===== config.mk =====
export PLATFORM = sky130hd
export DESIGN_NAME = clock_gen
export DESIGN_NICKNAME = d
export VERILOG_FILES = /design/src/rtl/clock_gen.sv
export SDC_FILE = /design/constraint.sdc
export NUM_CORES = 1
export LEC_CHECK = 0
export BUFFER_PORTS_ARGS = -buffer_cell sky130_fd_sc_hd__buf_2
export CAP_MARGIN = 15
export CORE_MARGIN = 3
export CORE_UTILIZATION = 55
export DETAILED_ROUTE_END_ITERATION = 10
export HOLD_SLACK_MARGIN = 0.12
export PLACE_DENSITY = 0.78
export SYNTH_ARGS = -nofsm -noshare
export SYNTH_HDL_FRONTEND = slang
export SYNTH_SLANG_ARGS = --single-unit

===== constraint.sdc =====
create_clock -name clock -period 4 [get_ports clock]
set_clock_uncertainty 0.05 [all_clocks]
set_input_delay 0.4 -clock clock [delete_from_list [all_inputs] [get_ports clock]]
set_output_delay 0.4 -clock clock [all_outputs]
set_load 0.005 [all_outputs]

===== src/rtl/clock_gen.sv =====
// Programmable square-wave generator. Divides the system clock by an even
// ratio (2 * half-period), producing a registered level output, one-cycle
// rise/fall strobes coincident with the new level, and a count of completed
// rising transitions. The half-period is re-sampled only at reset and on each
// toggle, so a half that is already under way is never shortened or stretched.
module clock_gen #(
    parameter int   HALF_PERIOD = 12,
    parameter int   DIV_W       = 8,
    parameter int   CNT_W       = 16,
    parameter logic INIT_LEVEL  = 1'b1
) (
    input  logic             clock,
    input  logic             reset,
    input  logic             enable,
    input  logic [DIV_W-1:0] half_period,
    output logic             clk_out,
    output logic             rise,
    output logic             fall,
    output logic [CNT_W-1:0] cycle_count
);

    localparam logic [DIV_W-1:0] DIV_ZERO   = {DIV_W{1'b0}};
    localparam logic [DIV_W-1:0] DIV_ONE    = DIV_W'(1);
    localparam logic [DIV_W-1:0] DEFAULT_HP = DIV_W'(HALF_PERIOD);
    localparam logic [CNT_W-1:0] CNT_ZERO   = {CNT_W{1'b0}};
    localparam logic [CNT_W-1:0] CNT_ONE    = CNT_W'(1);

    // A zero request selects the built-in default half-period.
    function automatic logic [DIV_W-1:0] eff_half_period(input logic [DIV_W-1:0] hp_in);
        logic [DIV_W-1:0] hp_out;
        if (hp_in == DIV_ZERO) begin
            hp_out = DEFAULT_HP;
        end else begin
            hp_out = hp_in;
        end
        return hp_out;
    endfunction

    logic [DIV_W-1:0] phase_q,  phase_d;
    logic [DIV_W-1:0] active_q, active_d;
    logic             level_q,  level_d;
    logic             rise_q,   rise_d;
    logic             fall_q,   fall_d;
    logic [CNT_W-1:0] count_q,  count_d;

    logic [DIV_W-1:0] hp_s;
    logic             terminal_s;

    assign hp_s       = eff_half_period(half_period);
    // active_q is never zero because the effective half-period is at least 1.
    assign terminal_s = (phase_q == (active_q - DIV_ONE));

    // Next-state: advance the phase, toggle at the end of each half, raise strobes.
    always_comb begin
        phase_d  = phase_q;
        active_d = active_q;
        level_d  = level_q;
        rise_d   = 1'b0;
        fall_d   = 1'b0;
        count_d  = count_q;
        if (enable) begin
            if (terminal_s) begin
                phase_d  = DIV_ZERO;
                level_d  = ~level_q;
                active_d = hp_s;
                if (!level_q) begin
                    rise_d  = 1'b1;
                    count_d = count_q + CNT_ONE;
                end else begin
                    fall_d  = 1'b1;
                end
            end else begin
                phase_d = phase_q + DIV_ONE;
            end
        end else begin
            // Frozen: phase, level and count hold; strobes stay low.
            phase_d = phase_q;
        end
    end

    // State register with synchronous reset; reset wins over enable and issues no strobe.
    always_ff @(posedge clock) begin
        if (reset) begin
            phase_q  <= DIV_ZERO;
            active_q <= hp_s;
            level_q  <= INIT_LEVEL;
            rise_q   <= 1'b0;
            fall_q   <= 1'b0;
            count_q  <= CNT_ZERO;
        end else begin
            phase_q  <= phase_d;
            active_q <= active_d;
            level_q  <= level_d;
            rise_q   <= rise_d;
            fall_q   <= fall_d;
            count_q  <= count_d;
        end
    end

    assign clk_out     = level_q;
    assign rise        = rise_q;
    assign fall        = fall_q;
    assign cycle_count = count_q;

endmodule


==> impl_metrics.csv <==
group,metric,value,unit
status,status,"finished clean",
sta,setup_viol,0,
synth,synth_ff_type,"dfxtp_1",
worst_setup_path,required,4220,ps
power_and_ir_drop,power_density,294,mW/mm^2
routing,antenna_left,0,
power_and_ir_drop,ir_drop,0.000199,V
place,dp_hpwl,2.69,mm
synth,synth-edff-count,8,
clock_network,hold_buffers,0,
routing,dr.max_layer_used,"met4",
final_layout,n_antenna_cell,0,
routing,via_count,1609,
sta,fin_crit,3120,ps
worst_setup_path,worstPathMaxFanout,23,
routing,routed_wl,3.74,mm
worst_setup_path,worstSetupPathType,"reg2reg",
final_layout,layout_commonest_cell,"buf_2",
worst_setup_path,end_kind,"flop",
power_and_ir_drop,p_leak,0.764,nW
routing,wl_met2,1.78,mm
power_and_ir_drop,clockPowerShare,0.305,
routing,drc,0,
routing,wl_met3,211,um
die,core,0.00315,sq mm
synth,synthesis.area,0.00186,sq mm
clock_network,cts_buffers,5,
clock_network,clock_latency,340,ps
sta,slew_headroom,0.558,
worst_setup_path,worstPathCellList,"nor3_1 > xor2_1 > a2111oi_4 > nand4_2 > or4_1 > a21oi_1",
power_and_ir_drop,power.internal,0.000452,W
clock_network,clkSinkCount,35,
final_layout,final_area,0.00204,sq mm
sta,slew_violations,0,
worst_setup_path,slowest_stage,"or4_1",
synth,ys_types,45,
place,io_buffers,29,
clock_network,post_cts_buffers,0,
routing,first_pass_iters,4,
synth,synth_seq_cells,35,
die,chipWidth,64.2,um
place,place.gp.congestion,0.858,
die,die_h,64.2,um
global_route,grt_max_degree,26,
clock_network,ctsResizeCount,0,
synth,ys_seq_area_frac,0.419,
synth,syn_nets,221,
routing,routedWlPerCell,13.7,um
clock_network,h-tree-depth,2,
worst_setup_path,crit_buf_inv,0,
sta,whs,199,ps
flow_run,drv_cap,0,
routing,drt_iter0_markers,131,
clock_network,tritoncts,"built",
worst_setup_path,crit_family,"simple AND/OR/NAND/NOR gates",
sta,finalSetupTns,0,ps
synth,syn_area_per_cell,8.99,sq um
worst_setup_path,start_kind,"flop",
sta,tightest_slew,657,ps
final_layout,nNetsFinal,242,
worst_setup_path,cp.arrival,3340,ps
global_route,grt_usage,0.207,
final_layout,area_growth,9.81,%
routing,via_per_inst,5.89,
global_route,antenna_found_initial,0,
sta,period_share,0.780,
power_and_ir_drop,p_switching,0.000149,W
die,dieArea,0.00412,sq mm
die,start_util,0.590,
sta,rsz0062_at_grt,"no",
power_and_ir_drop,swShare,0.248,
clock_network,clk_pin_slew,110,ps
min_path,hold_path_class,"in2reg",
power_and_ir_drop,p_total,0.000600,W
synth,async_flop_share,0,
synth,synthCells,207,
clock_network,clock-root-buffer,"clkbuf_4",
power_and_ir_drop,p_seq_frac,0.627,
global_route,grt_pass1_wl,6.74,mm
sta,hold_viol_final,0,
global_route,grt_pass1_vias,1496,
die,rows,20,
final_layout,drive_above_1_share,0.188,
final_layout,final_cell_mix,"buf_2, dfxtp_1, a21oi_1",
global_route,grt_overflow_total,0,
routing,drt-met1-wl,1.70,mm
sta,max_freq,321,MHz
clock_network,cts_buffer_depth,2,
worst_setup_path,max_stage_delay,630,ps
place,place_area,0.00199,sq mm
power_and_ir_drop,combPwrFrac,0.067,
die,num_io_pins,30,
synth,yosys_warnings,0,
==> kinds of logic (layout without fill, tap and decap cells) <==
family | Yosys count | after routing | share of synthesized area
fa+ha+maj | 3 | 3 | 0.0202
simple gates | 87 | 87 | 0.274
flops | 35 | 35 | 0.419
mux | 2 | 2 | 0.0114
compound gates | 44 | 44 | 0.159
buf+inv | 23 | 45 | 0.0558
xor+xnor | 13 | 13 | 0.0612
==> area by class of cell <==
type | count | area, sq um
Clock inverter | 3 | 15.0
Sequential cell | 35 | 781
Fill cell | 274 | 1110
Tap cell | 44 | 55.1
Multi-Input combinational cell | 149 | 977
Clock buffer | 5 | 37.5
Timing Repair Buffer | 30 | 153
Inverter | 7 | 26.3
==> flip-flops by register name, summed over array words and instances (netlist names) <==
register / cells
cycle_count: 16
active_q: 8
phase_q: 8
clk_out: 1
fall: 1
rise: 1
==> Yosys cell counts, drive strengths merged, types with 2 or more instances <==
| master | count | share of area |
|---|---|---|
| a21oi | 16 | 0.043 |
| nand3 | 10 | 0.027 |
| buf | 5 | 0.019 |
| xor2 | 10 | 0.047 |
| inv | 7 | 0.014 |
| or4 | 10 | 0.040 |
| or2 | 2 | 0.0067 |
| edfxtp | 8 | 0.13 |
| ha | 3 | 0.020 |
| o211ai | 2 | 0.0081 |
| o31ai | 9 | 0.036 |
| nor3b | 3 | 0.012 |
| o21ai | 7 | 0.019 |
| nand4 | 10 | 0.037 |
| nor3 | 5 | 0.013 |
| dfxtp | 27 | 0.29 |
| nor2 | 13 | 0.026 |
| xnor2 | 3 | 0.014 |
| and4 | 2 | 0.0094 |
| or3 | 5 | 0.017 |
| clkbuf | 11 | 0.022 |
| a31oi | 2 | 0.0067 |
| nand2 | 13 | 0.026 |
| nor4b | 2 | 0.0094 |
| o21bai | 3 | 0.012 |
| nand3b | 2 | 0.0081 |
| nor2b | 3 | 0.010 |
| and3 | 2 | 0.0067 |
==> final timing paths <==
check,start,end,slack (ps),cells past startpoint
worst min-delay path,half_period[4],active_q[4],200,1
worst max register to register,active_q[0],cycle_count[13],880,6
worst max-delay path,active_q[0],cycle_count[13],880,6
worst min register to register,cycle_count[15],cycle_count[15],440,2
==> power groups by stage <==
| stage | clock, W | combinational, W | sequential (W) |
|---|---|---|---|
| 2_1_floorplan | 0 | 0.0000306 | 0.000382 |
| 5_1_grt | 0.000211 | 0.0000452 | 0.000378 |
| 3_5_place_dp | 0 | 0.0000406 | 0.000385 |
| 3_3_place_gp | 0 | 0.0000379 | 0.000384 |
| 6_report | 0.000183 | 0.0000404 | 0.000376 |
| 4_1_cts | 0.000188 | 0.0000406 | 0.000376 |
==> stage by stage <==
stage / setup WS, ps / utilization / instances
4_1_cts: 900 / 0.648 / 273
3_3_place_gp: 1060 / 0.632 / 265
3_5_place_dp: 934 / 0.632 / 265
5_1_grt: 632 / 0.648 / 273
2_1_floorplan: 1100 / - / 207
6_report: 882 / 0.648 / 273
==> routing by layer <==
layer  global-route usage  vias up
met5                    0        -
li1                     -      806
met3               0.0598        5
met4               0.0660        0
met2                0.350       48
met1                0.253      750
==> worst register-to-register path, stage by stage, from the launching register on <==
cell and delay, ps:
edfxtp_1 460, nor3_1 590, xor2_1 210, a2111oi_4 460
nand4_2 480, or4_1 630, a21oi_1 170
(Power assumes the default switching activity.)
